<file path="config.mk">
export PLATFORM = sky130hd
export DESIGN_NAME = fpu_share_arbiter
export DESIGN_NICKNAME = d
export VERILOG_FILES = /design/src/rtl/fpu_share_arbiter.sv
export SDC_FILE = /design/constraint.sdc
export NUM_CORES = 1
export LEC_CHECK = 0
export BUFFER_PORTS_ARGS = -buffer_cell sky130_fd_sc_hd__buf_2
export CAP_MARGIN = 30
export CORE_AREA = 2 2 167 169
export CTS_BUF_LIST = sky130_fd_sc_hd__clkbuf_8
export DETAILED_ROUTE_END_ITERATION = 10
export DIE_AREA = 0 0 169 171
export PLACE_DENSITY_LB_ADDON = 0.1
export SLEW_MARGIN = 20
export SYNTH_ARGS = -nofsm -noshare
export SYNTH_HDL_FRONTEND = slang
export SYNTH_SLANG_ARGS = --single-unit
</file>
<file path="constraint.sdc">
create_clock -name clock_100Khz -period 6.65 [get_ports clock_100Khz]
set_input_delay 0.665 -clock clock_100Khz [delete_from_list [all_inputs] [get_ports clock_100Khz]]
set_output_delay 0.665 -clock clock_100Khz [all_outputs]
set_load 0.01 [all_outputs]
</file>
<file path="src/rtl/fpu_share_arbiter.sv">
// Round-robin arbiter that time-shares one free-running FPU core among NREQ requesters.
// Operands are held on the FPU inputs for WAIT_CYCLES clocks, then the result is returned to the winner.
module fpu_share_arbiter #(
    parameter int NREQ        = 4,
    parameter int WAIT_CYCLES = 64,
    parameter int CNT_W       = 16
) (
    input  logic                 clock_100Khz,
    input  logic                 reset,
    input  logic [NREQ-1:0]      req_valid,
    output logic [NREQ-1:0]      req_ready,
    input  logic [32*NREQ-1:0]   req_op_a,
    input  logic [32*NREQ-1:0]   req_op_b,
    output logic [NREQ-1:0]      rsp_valid,
    input  logic [NREQ-1:0]      rsp_ready,
    output logic [31:0]          rsp_data,
    output logic [3:0]           rsp_status,
    output logic [31:0]          fpu_op_a,
    output logic [31:0]          fpu_op_b,
    input  logic [31:0]          fpu_data_out,
    input  logic [3:0]           fpu_status,
    output logic                 busy,
    output logic [2:0]           grant_id,
    output logic [CNT_W-1:0]     ops_done
);

    localparam int CW = (WAIT_CYCLES > 1) ? $clog2(WAIT_CYCLES) : 1;
    localparam logic [CW-1:0] CNT_LOAD = CW'(WAIT_CYCLES - 1);

    typedef enum logic [1:0] {
        ST_IDLE    = 2'd0,
        ST_WAIT    = 2'd1,
        ST_RESPOND = 2'd2
    } state_t;

    state_t            state_r;
    state_t            state_n_s;
    logic [CW-1:0]     cnt_r;
    logic [2:0]        rr_ptr_r;
    logic [2:0]        grant_id_r;
    logic [31:0]       op_a_r;
    logic [31:0]       op_b_r;
    logic [31:0]       rsp_data_r;
    logic [3:0]        rsp_status_r;
    logic [NREQ-1:0]   rsp_valid_r;
    logic [CNT_W-1:0]  ops_done_r;

    logic              win_found_s;
    logic [2:0]        win_idx_s;
    logic [3:0]        dist_s;
    logic [3:0]        best_dist_s;
    logic [31:0]       sel_a_s;
    logic [31:0]       sel_b_s;
    logic [NREQ-1:0]   grant_onehot_s;
    logic              rsp_done_s;
    logic [2:0]        rr_next_s;

    // Round-robin search: pick the valid requester closest to the pointer, counting upward with wrap.
    always_comb begin
        win_found_s = 1'b0;
        win_idx_s   = 3'd0;
        best_dist_s = 4'd15;
        dist_s      = 4'd0;
        for (int i = 0; i < NREQ; i++) begin
            if (3'(i) >= rr_ptr_r) begin
                dist_s = 4'(i) - {1'b0, rr_ptr_r};
            end else begin
                dist_s = 4'(i) + 4'(NREQ) - {1'b0, rr_ptr_r};
            end
            if (req_valid[i] && (dist_s < best_dist_s)) begin
                win_found_s = 1'b1;
                win_idx_s   = 3'(i);
                best_dist_s = dist_s;
            end else begin
                best_dist_s = best_dist_s;
            end
        end
    end

    // Operand mux for the current winner.
    always_comb begin
        sel_a_s = 32'd0;
        sel_b_s = 32'd0;
        for (int i = 0; i < NREQ; i++) begin
            if (win_idx_s == 3'(i)) begin
                sel_a_s = req_op_a[32*i +: 32];
                sel_b_s = req_op_b[32*i +: 32];
            end else begin
                sel_a_s = sel_a_s;
                sel_b_s = sel_b_s;
            end
        end
    end

    // One-hot accept strobe, only offered while idle.
    always_comb begin
        req_ready = '0;
        for (int i = 0; i < NREQ; i++) begin
            if ((state_r == ST_IDLE) && win_found_s && (win_idx_s == 3'(i))) begin
                req_ready[i] = 1'b1;
            end else begin
                req_ready[i] = 1'b0;
            end
        end
    end

    // One-hot decode of the granted requester, used to raise its response valid.
    always_comb begin
        grant_onehot_s = '0;
        for (int i = 0; i < NREQ; i++) begin
            if (grant_id_r == 3'(i)) begin
                grant_onehot_s[i] = 1'b1;
            end else begin
                grant_onehot_s[i] = 1'b0;
            end
        end
    end

    // Handshake completes only on the granted line; rsp_ready elsewhere is masked off.
    assign rsp_done_s = |(rsp_valid_r & rsp_ready);
    assign rr_next_s  = (grant_id_r == 3'(NREQ - 1)) ? 3'd0 : (grant_id_r + 3'd1);

    // Next-state logic.
    always_comb begin
        state_n_s = state_r;
        case (state_r)
            ST_IDLE: begin
                if (win_found_s) begin
                    state_n_s = ST_WAIT;
                end else begin
                    state_n_s = ST_IDLE;
                end
            end
            ST_WAIT: begin
                if (cnt_r == '0) begin
                    state_n_s = ST_RESPOND;
                end else begin
                    state_n_s = ST_WAIT;
                end
            end
            ST_RESPOND: begin
                if (rsp_done_s) begin
                    state_n_s = ST_IDLE;
                end else begin
                    state_n_s = ST_RESPOND;
                end
            end
            default: state_n_s = ST_IDLE;
        endcase
    end

    // State register and datapath; the operand registers keep their value between operations.
    always_ff @(posedge clock_100Khz or negedge reset) begin
        if (!reset) begin
            state_r      <= ST_IDLE;
            cnt_r        <= '0;
            rr_ptr_r     <= 3'd0;
            grant_id_r   <= 3'd0;
            op_a_r       <= 32'd0;
            op_b_r       <= 32'd0;
            rsp_data_r   <= 32'd0;
            rsp_status_r <= 4'd2;
            rsp_valid_r  <= '0;
            ops_done_r   <= '0;
        end else begin
            state_r <= state_n_s;
            case (state_r)
                ST_IDLE: begin
                    if (win_found_s) begin
                        op_a_r     <= sel_a_s;
                        op_b_r     <= sel_b_s;
                        grant_id_r <= win_idx_s;
                        cnt_r      <= CNT_LOAD;
                    end
                end
                ST_WAIT: begin
                    if (cnt_r == '0) begin
                        rsp_data_r   <= fpu_data_out;
                        rsp_status_r <= fpu_status;
                        rsp_valid_r  <= grant_onehot_s;
                    end else begin
                        cnt_r <= cnt_r - CW'(1);
                    end
                end
                ST_RESPOND: begin
                    if (rsp_done_s) begin
                        rsp_valid_r <= '0;
                        ops_done_r  <= ops_done_r + CNT_W'(1);
                        rr_ptr_r    <= rr_next_s;
                    end
                end
                default: begin
                    rsp_valid_r <= '0;
                end
            endcase
        end
    end

    assign fpu_op_a   = op_a_r;
    assign fpu_op_b   = op_b_r;
    assign rsp_data   = rsp_data_r;
    assign rsp_status = rsp_status_r;
    assign rsp_valid  = rsp_valid_r;
    assign grant_id   = grant_id_r;
    assign ops_done   = ops_done_r;
    assign busy       = (state_r != ST_IDLE);

endmodule

</file>
==> flow_summary.json <==
{
  "post_layout_utilization_of_the_core": 0.366,
  "post_route_ant_nets": 0,
  "grt_max_degree": 70,
  "internal_power_uw": 1620,
  "avgSynthCellArea_sq_um": 10.3,
  "layout.nets": 1417,
  "initial_core_util": 0.260,
  "sw_pwr_uw": 919,
  "finClkSkew_ns": 0.0182,
  "synth_warnings": 0,
  "placement_rows": 61,
  "cts_sinks": 132,
  "report.final.setup_viol": 0,
  "groute.usage.overall": 0.198,
  "static-leakage-power_uw": 0.00519,
  "final_std_cell_area_no_fill_sq_um": 10000,
  "wirelength_um": 29200,
  "hold_path.class": "input pin to async pin",
  "setup.worst_path.end_class": "output pin",
  "clock_tree.buffer_depth": 2,
  "dieArea_sq_um": 28900,
  "post_synth_edffs": 0,
  "worst_slew_margin_rel": 0.429,
  "die_h_um": 171,
  "critPathLaunchType": "flip-flop",
  "critPathMaxFanout": 24,
  "worstPathCellList": "inv_1 -> ha_1 -> nand2_1 -> inv_1 -> ha_1 -> and4b_1 -> o21a_1 -> nor2_1 -> ha_1 -> a21o_1 -> a21oi_1 -> and2_2 -> nor2_1 -> a21oi_1 -> ha_1 -> a21oi_1 -> nand2_1 -> a311oi_1 -> or3_2 -> nor2_1 -> buf_2",
  "report.final.hold_viol_count": 0,
  "cellPowerDensity_nw_per_um2": 254,
  "total_iterations_of_the_first_detailed_routing_run": 6,
  "layout-drive-gt1-share": 0.476,
  "cts.reportedPaths.clkPinSlew_ns": 0.10,
  "synth_top_area_share": 0.461,
  "grt_pass1_wl_um": 43100,
  "synth-seq-area-share": 0.465,
  "slowest_delay_ns": 0.56,
  "clock.fmax_ghz": 0.164,
  "viasPerCell": 4.88,
  "worst_path_most_repeated_cell": "sky130_fd_sc_hd__ha_1",
  "dpl.hpwl_um": 21800,
  "cts-hold-fix-buffers": 0,
  "status": "completed",
  "part_of_the_power_in_the_clock_network": 0.286,
  "synth.cells.most_frequent": "sky130_fd_sc_hd__dfrtp_1, sky130_fd_sc_hd__nand2_1, sky130_fd_sc_hd__o21ai_1",
  "clock_latency_ns": 0.44,
  "crit_path_top_delay_cell": "sky130_fd_sc_hd__or3_2",
  "cts_tree": "built",
  "yosys.cell_count.top_type": "sky130_fd_sc_hd__dfrtp_1",
  "netlist_instances": 690,
  "top_level_ports": 430,
  "netlist_top_cells_area": "sky130_fd_sc_hd__dfrtp_1, sky130_fd_sc_hd__mux2_2, sky130_fd_sc_hd__o221ai_1, sky130_fd_sc_hd__a221oi_1, sky130_fd_sc_hd__nand2_1",
  "cts_inserted_buffers": 17,
  "vdd_ir_drop_max_uv": 120,
  "synthDominantAreaCellType": "sky130_fd_sc_hd__dfrtp_1",
  "synth_flop_cell": "sky130_fd_sc_hd__dfrtp_1",
  "wl_per_cell_um": 19.9,
  "clock_tree.htree_level_count": 4,
  "gpl.final_weighted_congestion": 0.804,
  "dpl_cell_area_sq_um": 9550,
  "finalHoldWorstSlack_ns": 0.195,
  "rsz_0062_raised_after_global_routing": "false",
  "seq_power_share": 0.419,
  "layout.filler_cells": 2912,
  "first_global_vias": 7242,
  "fp.coreArea_sq_um": 27300,
  "antenna_found_initial": 9,
  "cap_viol_max_count": 0,
  "first_iter_violations": 311,
  "post_cts_buffers": 0,
  "finalSetupTns_ns": 0,
  "sw_frac_of_total": 0.362,
  "drc": 0,
  "async_flop_share": 1.00,
  "globalRouteOverflowTotal": 0,
  "postCtsResizedCells": 0,
  "drv_slew": 0,
  "cp.required_ns": 5.98,
  "actual_slew_at_the_worst_max_slew_pin_ns": 0.857,
  "die_w_um": 169,
  "timing.final.crit_period_ns": 6.09,
  "clock_tree.root_cell": "sky130_fd_sc_hd__clkbuf_8",
  "layout-area-overhead-vs-synth_pct": 40.9,
  "synth_seq_cells": 132,
  "final_cycle_utilization_of_the_critical_path": 0.916,
  "setup.worst_path.class": "flip-flop to output pin",
  "synth_area_sq_um": 7100,
  "yosysUniqueCellTypes": 57,
  "dr_total_vias": 7164,
  "io_buffers": 428,
  "critical_path_arrival_ns": 5.43,
  "pwr-share-comb": 0.296
}
cell families (layout without fill, tap and decap cells):
group                    Yosys count  in the layout  synth area share
AO/OA/AOI/OAI                    226            226             0.236
AND/OR/NAND/NOR                  162            162             0.101
flip-flops                       132            132             0.465
buffers and inverters             76            497            0.0579
multiplexers                      60             60            0.0911
XOR/XNOR                          19             19            0.0234
adder cells (fa/ha/maj)           14             14            0.0247
other                              1             11          0.000528
per-layer routing:
| layer | vias up | GRT usage | share of wire |
|---|---|---|---|
| met5 | - | 0 | 0.0014 |
| met4 | 6 | 0.0769 | 0.025 |
| met3 | 39 | 0.0613 | 0.080 |
| met2 | 305 | 0.342 | 0.50 |
| met1 | 3393 | 0.229 | 0.40 |
| li1 | 3421 | - | - |
stage by stage:
step | worst slack [ns] | instances | total power, uW
detailed placement | 1.11 | 1426 | 1840
CTS | 0.590 | 1458 | 2590
global route | 0.111 | 1464 | 2720
global placement | 1.14 | 1424 | 1840
floorplan | 1.07 | 693 | 1450
finish | 0.558 | 1467 | 2540
state kept, by name, indices dropped and copies added, names as in the netlist:
signal / flops
fpu_op_a: 32
fpu_op_b: 32
rsp_data: 32
ops_done: 16
cnt_r: 6
rsp_status: 4
rsp_valid: 4
grant_id: 2
rr_ptr_r: 2
state_r: 2
layout by cell type (no fill, tap or decap), types with 4 or more instances in the layout:
| master | instances |
|---|---|
| sky130_fd_sc_hd__a21oi_1 | 18 |
| sky130_fd_sc_hd__a221oi_1 | 42 |
| sky130_fd_sc_hd__a22o_1 | 7 |
| sky130_fd_sc_hd__a31oi_1 | 9 |
| sky130_fd_sc_hd__and3_1 | 6 |
| sky130_fd_sc_hd__buf_2 | 427 |
| sky130_fd_sc_hd__buf_4 | 13 |
| sky130_fd_sc_hd__clkbuf_8 | 17 |
| sky130_fd_sc_hd__conb_1 | 4 |
| sky130_fd_sc_hd__dfrtp_1 | 131 |
| sky130_fd_sc_hd__diode_2 | 7 |
| sky130_fd_sc_hd__ha_1 | 14 |
| sky130_fd_sc_hd__inv_1 | 22 |
| sky130_fd_sc_hd__inv_6 | 6 |
| sky130_fd_sc_hd__mux2_2 | 37 |
| sky130_fd_sc_hd__mux2i_1 | 23 |
| sky130_fd_sc_hd__nand2_1 | 87 |
| sky130_fd_sc_hd__nand2b_1 | 5 |
| sky130_fd_sc_hd__nand3_1 | 12 |
| sky130_fd_sc_hd__nor2_1 | 28 |
| sky130_fd_sc_hd__nor2b_1 | 4 |
| sky130_fd_sc_hd__o21ai_0 | 22 |
| sky130_fd_sc_hd__o21ai_1 | 52 |
| sky130_fd_sc_hd__o221ai_1 | 46 |
| sky130_fd_sc_hd__o32a_1 | 4 |
| sky130_fd_sc_hd__xnor2_1 | 14 |
| sky130_fd_sc_hd__xor2_1 | 5 |
power by group through the flow:
stage / Sequential, uW / Combinational (uW) / Clock (uW)
floorplan: 1140 / 311 / 0
global route: 1090 / 837 / 795
detailed placement: 1070 / 763 / 0
CTS: 1060 / 762 / 764
finish: 1060 / 751 / 726
global placement: 1080 / 759 / 0
worst max-delay path: cells and delay by family, from the launching register on:
kind | cells | cell delay, ns
buffers and inverters | 3 | 0.37
DFF | 1 | 0.41
adders and majority gates | 4 | 1.19
AOI/OAI and AO/OA | 6 | 1.49
and+or+nand+nor | 8 | 1.53
path summary, 6_finish.rpt:
check	startpoint	to	slack, ns	cells after the start
min in group clock_100Khz	fpu_data_out[21]	rsp_data[21]$_DFFE_PN0P_	0.45	2
max in group asynchronous	reset	rsp_status[1]$_DFFE_PN1P_	5.30	3
setup reg to reg	rr_ptr_r[1]$_DFFE_PN0P_	fpu_op_b[15]$_DFFE_PN0P_	1.17	22
hold reg to reg	ops_done[15]$_DFFE_PN0P_	ops_done[15]$_DFFE_PN0P_	0.47	1
setup / recovery	rr_ptr_r[1]$_DFFE_PN0P_	req_ready[0]	0.56	21
hold / removal	reset	ops_done[15]$_DFFE_PN0P_	0.20	1
area by class of cell:
class                           count  area [sq um]  share of cell area
Antenna cell                        7          17.5             0.00175
Clock buffer                       17           234              0.0234
Clock inverter                     15           168              0.0168
Inverter                           21          78.8             0.00788
Multi-Input combinational cell    485          3450               0.345
Sequential cell                   132          3300               0.330
Tap cell                          346           433              0.0433
Timing Repair Buffer              444          2320               0.232
Power figures use the tool's default switching activity.
